## src/rtl/fifo_arb_ctrl.sv

```systemverilog
// fifo_arb_ctrl: two-producer, one-consumer FIFO controller.
// Producers are arbitrated round-robin with zero-cycle grant latency.
// Pointer and occupancy state updates on the falling edge of clk.
// Optional almost_full/almost_empty flags are built when FIFO_ARB_ALMOST_EN is defined.
module fifo_arb_ctrl #(
  parameter int DEPTH  = 8,
  parameter int ADDR_W = 3,
  parameter int CNT_W  = 4
`ifdef FIFO_ARB_ALMOST_EN
  ,
  parameter int AF_LEVEL = DEPTH - 1,
  parameter int AE_LEVEL = 1
`endif
) (
  input  logic              clk,
  input  logic              reset,
  input  logic              req0,
  input  logic              req1,
  input  logic              rd_req,
  output logic              gnt0,
  output logic              gnt1,
  output logic              wr_en,
  output logic              wr_sel,
  output logic [ADDR_W-1:0] wr_addr,
  output logic [ADDR_W-1:0] rd_addr,
  output logic              rd_en,
  output logic [CNT_W-1:0]  count,
  output logic              full,
  output logic              empty
`ifdef FIFO_ARB_ALMOST_EN
  ,
  output logic              almost_full,
  output logic              almost_empty
`endif
);

  localparam logic [CNT_W-1:0]  FULL_CNT  = CNT_W'(DEPTH);
  localparam logic [ADDR_W-1:0] LAST_ADDR = ADDR_W'(DEPTH - 1);

  // Priority holder for simultaneous requests: 0 = producer 0, 1 = producer 1
  logic prio;

  assign full  = (count == FULL_CNT);
  assign empty = (count == '0);

  // Grant logic: nothing while full or in reset, otherwise the sole requester
  // or, on contention, whichever producer currently holds priority
  always_comb begin
    gnt0 = 1'b0;
    gnt1 = 1'b0;
    if (!reset && !full) begin
      if (req0 && (!req1 || !prio)) begin
        gnt0 = 1'b1;
      end else if (req1) begin
        gnt1 = 1'b1;
      end
    end
  end

  assign wr_en  = gnt0 | gnt1;
  assign wr_sel = gnt1;
  assign rd_en  = !reset && rd_req && !empty;

  // Pointer, occupancy and priority state; async reset returns to an empty FIFO
  always_ff @(negedge clk or posedge reset) begin
    if (reset) begin
      wr_addr <= '0;
      rd_addr <= '0;
      count   <= '0;
      prio    <= 1'b0;
    end else begin
      if (wr_en) begin
        wr_addr <= (wr_addr == LAST_ADDR) ? '0 : wr_addr + ADDR_W'(1);
      end
      if (rd_en) begin
        rd_addr <= (rd_addr == LAST_ADDR) ? '0 : rd_addr + ADDR_W'(1);
      end
      case ({wr_en, rd_en})
        2'b10:   count <= count + CNT_W'(1);
        2'b01:   count <= count - CNT_W'(1);
        default: count <= count;
      endcase
      if (gnt0) begin
        prio <= 1'b1;
      end else if (gnt1) begin
        prio <= 1'b0;
      end
    end
  end

`ifdef FIFO_ARB_ALMOST_EN
  assign almost_full  = (count >= CNT_W'(AF_LEVEL));
  assign almost_empty = (count <= CNT_W'(AE_LEVEL));
`else
  // Threshold flags are not part of this build
`endif

endmodule

```

## config.mk

```make
export PLATFORM = sky130hd
export DESIGN_NAME = fifo_arb_ctrl
export DESIGN_NICKNAME = d
export VERILOG_FILES = /design/src/rtl/fifo_arb_ctrl.sv
export SDC_FILE = /design/constraint.sdc
export NUM_CORES = 1
export LEC_CHECK = 0
export BUFFER_PORTS_ARGS = -buffer_cell sky130_fd_sc_hd__clkbuf_2
export CORE_UTILIZATION = 40
export CTS_CLUSTER_DIAMETER = 60
export CTS_CLUSTER_SIZE = 8
export DETAILED_ROUTE_END_ITERATION = 8
export GPL_TIMING_DRIVEN = 0
export PLACE_DENSITY = 0.75
export SYNTH_ARGS = -nofsm -noshare
export SYNTH_HDL_FRONTEND = slang
export SYNTH_SLANG_ARGS = --single-unit
```

## constraint.sdc

```tcl
create_clock -name clk -period 4 [get_ports clk]
set_input_delay 0.4 -clock clk [delete_from_list [all_inputs] [get_ports clk]]
set_output_delay 0.4 -clock clk [all_outputs]
set_load 0.05 [all_outputs]
```

==> results.cfg, run 1 <==
[logic_synthesis]
synth-seq-area-share = 0.370
yosysUniqueCellTypes = 30
synth.most_common_cell = dfrtn_1
yosysWarnings = 0
synth-main-ff-cell = dfrtn_1
synth-async-reset-ratio = 1.00
yosysTopAreaCellShare = 0.370
syn_area_sq_um = 743
synth_common_cells = dfrtn_1 (11), ha_1 (7), inv_1 (7)
synth_edf_count = 0
syn_area_per_cell_sq_um = 11.3
netlist_instances = 66
synth_top_area_cell = dfrtn_1
netlist_top_cells_area = dfrtn_1 (37%), ha_1 (12%), mux2_2 (6.1%), mux2_4 (6.1%), inv_1 (3.5%)
synth_seq_cells = 11
syn_nets = 79

[detailed_routing]
wl_per_cell_um = 12.7
drt_wl_total_um = 1630
via_per_inst = 5.04
drc = 0
vias = 645
final_antenna_net_count = 0
firstDrtPassIters = 4
drt_iter0_markers = 11

[sta]
hold_slack_ns = 0.488
rsz0062_at_grt = yes
setup-violations-final = 2
hold_viol_final = 0
report.final.slew_viol_count = 0
slew_headroom = 0.684
finClkSkew_ns = 0.00221
tightestPinTransition_ns = 0.474
setup_slack_ns = -0.0194

[placed_design]
place_congestion = 0.719
portBuffers = 21
dp_slack_ns = -0.404
hpwl_um = 1050
dpl_cell_area_sq_um = 960

[setup_path]
crit_family = simple AND/OR/NAND/NOR gates
worstPathCellList = or4b_4 -> o2111a_2 -> buf_6 -> clkbuf_16
r2r_end = count[3]
cp-startpoint = count[2]
endpoint_kind = output pin
critPathMaxFanout = 3
reg2reg_from = count[2]
crit_type = reg2out
slowest_delay_ns = 0.55
cp.arrival_ns = 3.62
r2r_cells = 10
start_kind = flip-flop
critPathBufInv = 2
crit_required_ns = 3.60
reg2reg_setup_slack_ns = 1.54
cp_slowest_cell = or4b_4

[clock_network]
clk_path_buf_depth = 2
clk_pin_slew_ns = 0.05
cts.sinks = 11
insertion_delay_ns = 0.28
numCtsBuffers = 3
root_buffer = clkbuf_4
cts_tree = done
htree_levels = 1
ctsHoldBuffers = 0

[hold_path]
holdCritStartpoint = rd_addr[1]
min_to = rd_addr[1]
min_path_type = reg2reg
hold_path_depth = 1

[pwr]
finalPower_w = 0.000998
leakagePower_nw = 0.529
power.switching_w = 0.000515
p_int_w = 0.000483
sequentialPowerShare = 0.217
irDropWorstVdd_mv = 0.439
powerDensity_mw_per_mm2 = 878
combPwrFrac = 0.706
p_sw_frac = 0.516
clockPowerShare = 0.077

[cells_and_area]
fin_nets = 117
drive_above_1_share = 0.573
syn_to_final_growth_pct = 52.9
fin_area_sq_mm = 0.00114
final_util = 0.658
antenna_cells = 0

[floorplan]
placementRows = 15
fp.dieW_um = 45.1
die_h_um = 45.1
die-area_sq_mm = 0.00203
io_pins = 22
core_sq_mm = 0.00173
initial_utilization = 0.430

[global_routing]
grt.overflow.total = 0
grt_pass1_wl_um = 2740
grt_pass1_vias = 636
antenna_found_initial = 0
track_usage = 0.189
grt_max_degree = 14

[run]
drv_cap = 0

[outcome]
status = finished, violations left
violations = negative setup slack
## power by group through the flow
| stage | logic, W | clock network [W] | registers, W |
|---|---|---|---|
| after floorplan | 0.000295 | 0 | 0.000421 |
| after global placement | 0.000569 | 0 | 0.000249 |
| after detailed placement | 0.000583 | 0 | 0.000253 |
| after CTS | 0.000697 | 0.0000809 | 0.000215 |
| after global routing | 0.000759 | 0.0000848 | 0.000224 |
| final | 0.000705 | 0.0000770 | 0.000216 |
## registers in the layout, summed over array words and instances, names as in the netlist
name and count:
count 4, wr_addr 3, rd_addr 3, prio 1
## how the worst max path moves through the flow
| stage | endpoint | cells after the start |
|---|---|---|
| 2_1_floorplan | count[3] | 8 |
| 3_3_place_gp | count[3] | 9 |
| 3_5_place_dp | count[3] | 9 |
| 4_1_cts | wr_sel | 4 |
| 5_1_grt | wr_sel | 4 |
| 6_report | wr_sel | 4 |
## area by class of cell
| type | instances | area [sq um] |
|---|---|---|
| sequential | 11 | 275 |
| multi-input combinational | 45 | 490 |
| clock buffer | 4 | 26.3 |
| timing repair buffer | 33 | 248 |
| buffer | 2 | 22.5 |
| fill | 143 | 591 |
| inverter | 8 | 42.5 |
| tap | 25 | 31.3 |
## logic make-up after synthesis
kind of cell,count (synthesis),share of synthesized area
xor+xnor,2,0.0236
compound gates,10,0.0976
mux,8,0.135
simple gates,17,0.162
buf+inv,10,0.0673
flops,11,0.370
fa+ha+maj,8,0.145
## repair_timing
item / 4_1_cts / 5_1_grt
resized for setup: 10 / 6
setup endpoints to repair: 7 / 6
pin swaps: 3 / 5
setup buffers: 11 / 1
## stage by stage
stage	TNS (ns)	instances
2_1_floorplan	-1.17	66
3_3_place_gp	-0.358	112
3_5_place_dp	-0.418	112
4_1_cts	-0.0462	127
5_1_grt	-0.118	128
6_report	-0.0277	128
## layout by cell type (no fill, tap or decap), types with 3 or more instances in the layout
master	Yosys	final
clkbuf_4	0	4
a21oi_1	4	3
mux2_2	4	4
nor2_1	4	3
clkbuf_2	0	14
ha_1	7	5
dfrtn_1	11	11
buf_4	1	13
inv_1	7	6
mux2_4	3	3
## layer usage
layer | vias up | part of all wire | GRT usage
met5 | - | 0 | 0
met4 | 0 | 0.016 | 0.0909
met3 | 3 | 0.036 | 0.0360
met2 | 23 | 0.50 | 0.325
met1 | 307 | 0.45 | 0.224
li1 | 312 | - | -
(Power assumes the default switching activity.)
==> run 2, diff against run 1 <==
Settings changed: CORE_UTILIZATION 40 to 53, PLACE_DENSITY 0.75 to 0.93.
==> run 2 against run 1 <==
Non-clock buffer count grew 1. Total power grew 5.7%. Clock skew grew 0.00057 ns. Count of clock-buffer cells in the layout is the same. The flow still finishes with violations (negative setup slack). Core utilization grew 23 points. Global-route usage grew 10 points. Setup slack lost 0.052 ns.
==> results.cfg, run 2 (synthesized netlist as in run 1, its figures left out) <==
[cells_and_area]
fillers = 54
fin_nets = 118
final_common_cell = buf_4
antenna_cells = 0
final_cell_mix = buf_4 (13), clkbuf_2 (12), dfrtn_1 (11), inv_1 (6), ha_1 (5)
layout.area.seq_sq_um = 275
layout.cells.non_filler = 119
syn_to_final_growth_pct = 55.2
final_util = 0.887
largest_reg_flops = 4
reg_top3 = count (4), rd_addr (3), wr_addr (3)
drive_above_1_share = 0.577
largest-register = count
multi_input_area_sq_um = 498

[sta]
report.final.slew_viol_count = 0
setup_slack_ns = -0.0715
rsz0062_at_grt = yes
setup-violations-final = 4
slew_headroom = 0.682
hold_slack_ns = 0.500
finClkSkew_ns = 0.00278
tightestPinTransition_ns = 0.477
hold_viol_final = 0

[detailed_routing]
vias = 671
final_antenna_net_count = 0
wl_per_cell_um = 18.8
via_per_inst = 5.64
firstDrtPassIters = 4
drc = 0
drt_wl_total_um = 2240
drt_iter0_markers = 11

[run]
drv_cap = 0

[global_routing]
grt_pass1_vias = 646
use_met1 = 0.304
track_usage = 0.291
busiest_layer = met2
use_met2 = 0.537
grt_pass1_wl_um = 2930
grt.overflow.total = 0
grt_max_degree = 14
antenna_found_initial = 0
met3_usage = 0.0625

[clock_network]
htree_levels = 1
clk_pin_slew_ns = 0.06
cts.sinks = 11
ctsHoldBuffers = 0
clk_path_buf_depth = 2
root_buffer = clkbuf_4
cts_tree = done
insertion_delay_ns = 0.28
numCtsBuffers = 3

[placed_design]
numPlacedInstances = 102
portBuffers = 21
place_congestion = 0.714
hpwl_um = 1150
dp_slack_ns = -0.372

[floorplan]
io_pins = 22
core_sq_mm = 0.00130
fp.dieW_um = 39.4
die-area_sq_mm = 0.00156
initial_utilization = 0.571
placementRows = 13
die_h_um = 39.4

[setup_path]
critPathMaxFanout = 2
worstPathCellList = or4b_4 -> o2111a_2 -> buf_6 -> clkbuf_16
crit_required_ns = 3.60
crit_type = reg2out
start_kind = flip-flop
crit_family = simple AND/OR/NAND/NOR gates
endpoint_kind = output pin
cp_slowest_cell = or4b_4
critPathBufInv = 2
slowest_delay_ns = 0.57
cp.arrival_ns = 3.67

[outcome]
status = finished, violations left
violations = negative setup slack

[hold_path]
min_path_type = reg2reg

[pwr]
finalPower_w = 0.00105
powerDensity_mw_per_mm2 = 914
irDropWorstVdd_mv = 0.577
leakagePower_nw = 0.544
[run 2: changes by cell type in the layout (fill, tap and decap cells not counted), sizes merged]
| cell | change |
|---|---|
| buf | +6 |
| clkbuf | -5 |
[run 2: area by class of cell]
| class | instances | area share |
|---|---|---|
| well taps | 15 | 0.0163 |
| multi-input cells | 45 | 0.432 |
| plain buffers | 2 | 0.0195 |
| inverters | 8 | 0.0369 |
| flip-flops and latches | 11 | 0.239 |
| repair buffers | 34 | 0.234 |
| clock buffers | 4 | 0.0228 |
[run 2: routing by layer]
| metal | vias to the layer above | wire length (um) |
|---|---|---|
| met2 | 25 | 1130 |
| met5 | - | 0 |
| met3 | 8 | 61 |
| li1 | 311 | - |
| met1 | 327 | 965 |
| met4 | 0 | 82 |
[run 2: path summary, 6_finish.rpt]
check | to | start | depth (start not counted) | slack, ns
setup / recovery | wr_sel | count[0] | 4 | -0.07
hold / removal | rd_addr[2] | rd_addr[2] | 1 | 0.50
setup reg to reg | count[3] | count[0] | 10 | 1.50
hold reg to reg | rd_addr[2] | rd_addr[2] | 1 | 0.50
max in group asynchronous | count[0] | reset | 2 | 1.55
min in group asynchronous | wr_addr[0] | reset | 2 | 2.09
[run 2: timing repair]
action	4_1_cts	5_1_grt
gates resized for setup	9	15
pin swaps	2	4
gates cloned	0	0
setup buffers	8	5
setup endpoints to repair	7	7
[run 2: report_power, final]
part | total [W] | internal [W] | switching, W | leakage [nW]
Sequential | 0.000224 | 0.000174 | 0.0000501 | 0.130
Combinational | 0.000748 | 0.000281 | 0.000467 | 0.399
Clock | 0.0000823 | 0.0000387 | 0.0000436 | 0.0150
Total | 0.00105 | 0.000493 | 0.000561 | 0.544
[run 2: through the flow]
| step | cell area [sq um] | setup TNS, ns |
|---|---|---|
| 2_1_floorplan | 823 | -1.17 |
| 3_3_place_gp | 947 | -0.329 |
| 3_5_place_dp | 947 | -0.410 |
| 4_1_cts | 1090 | -0.0222 |
| 5_1_grt | 1150 | -0.291 |
| 6_report | 1150 | -0.107 |
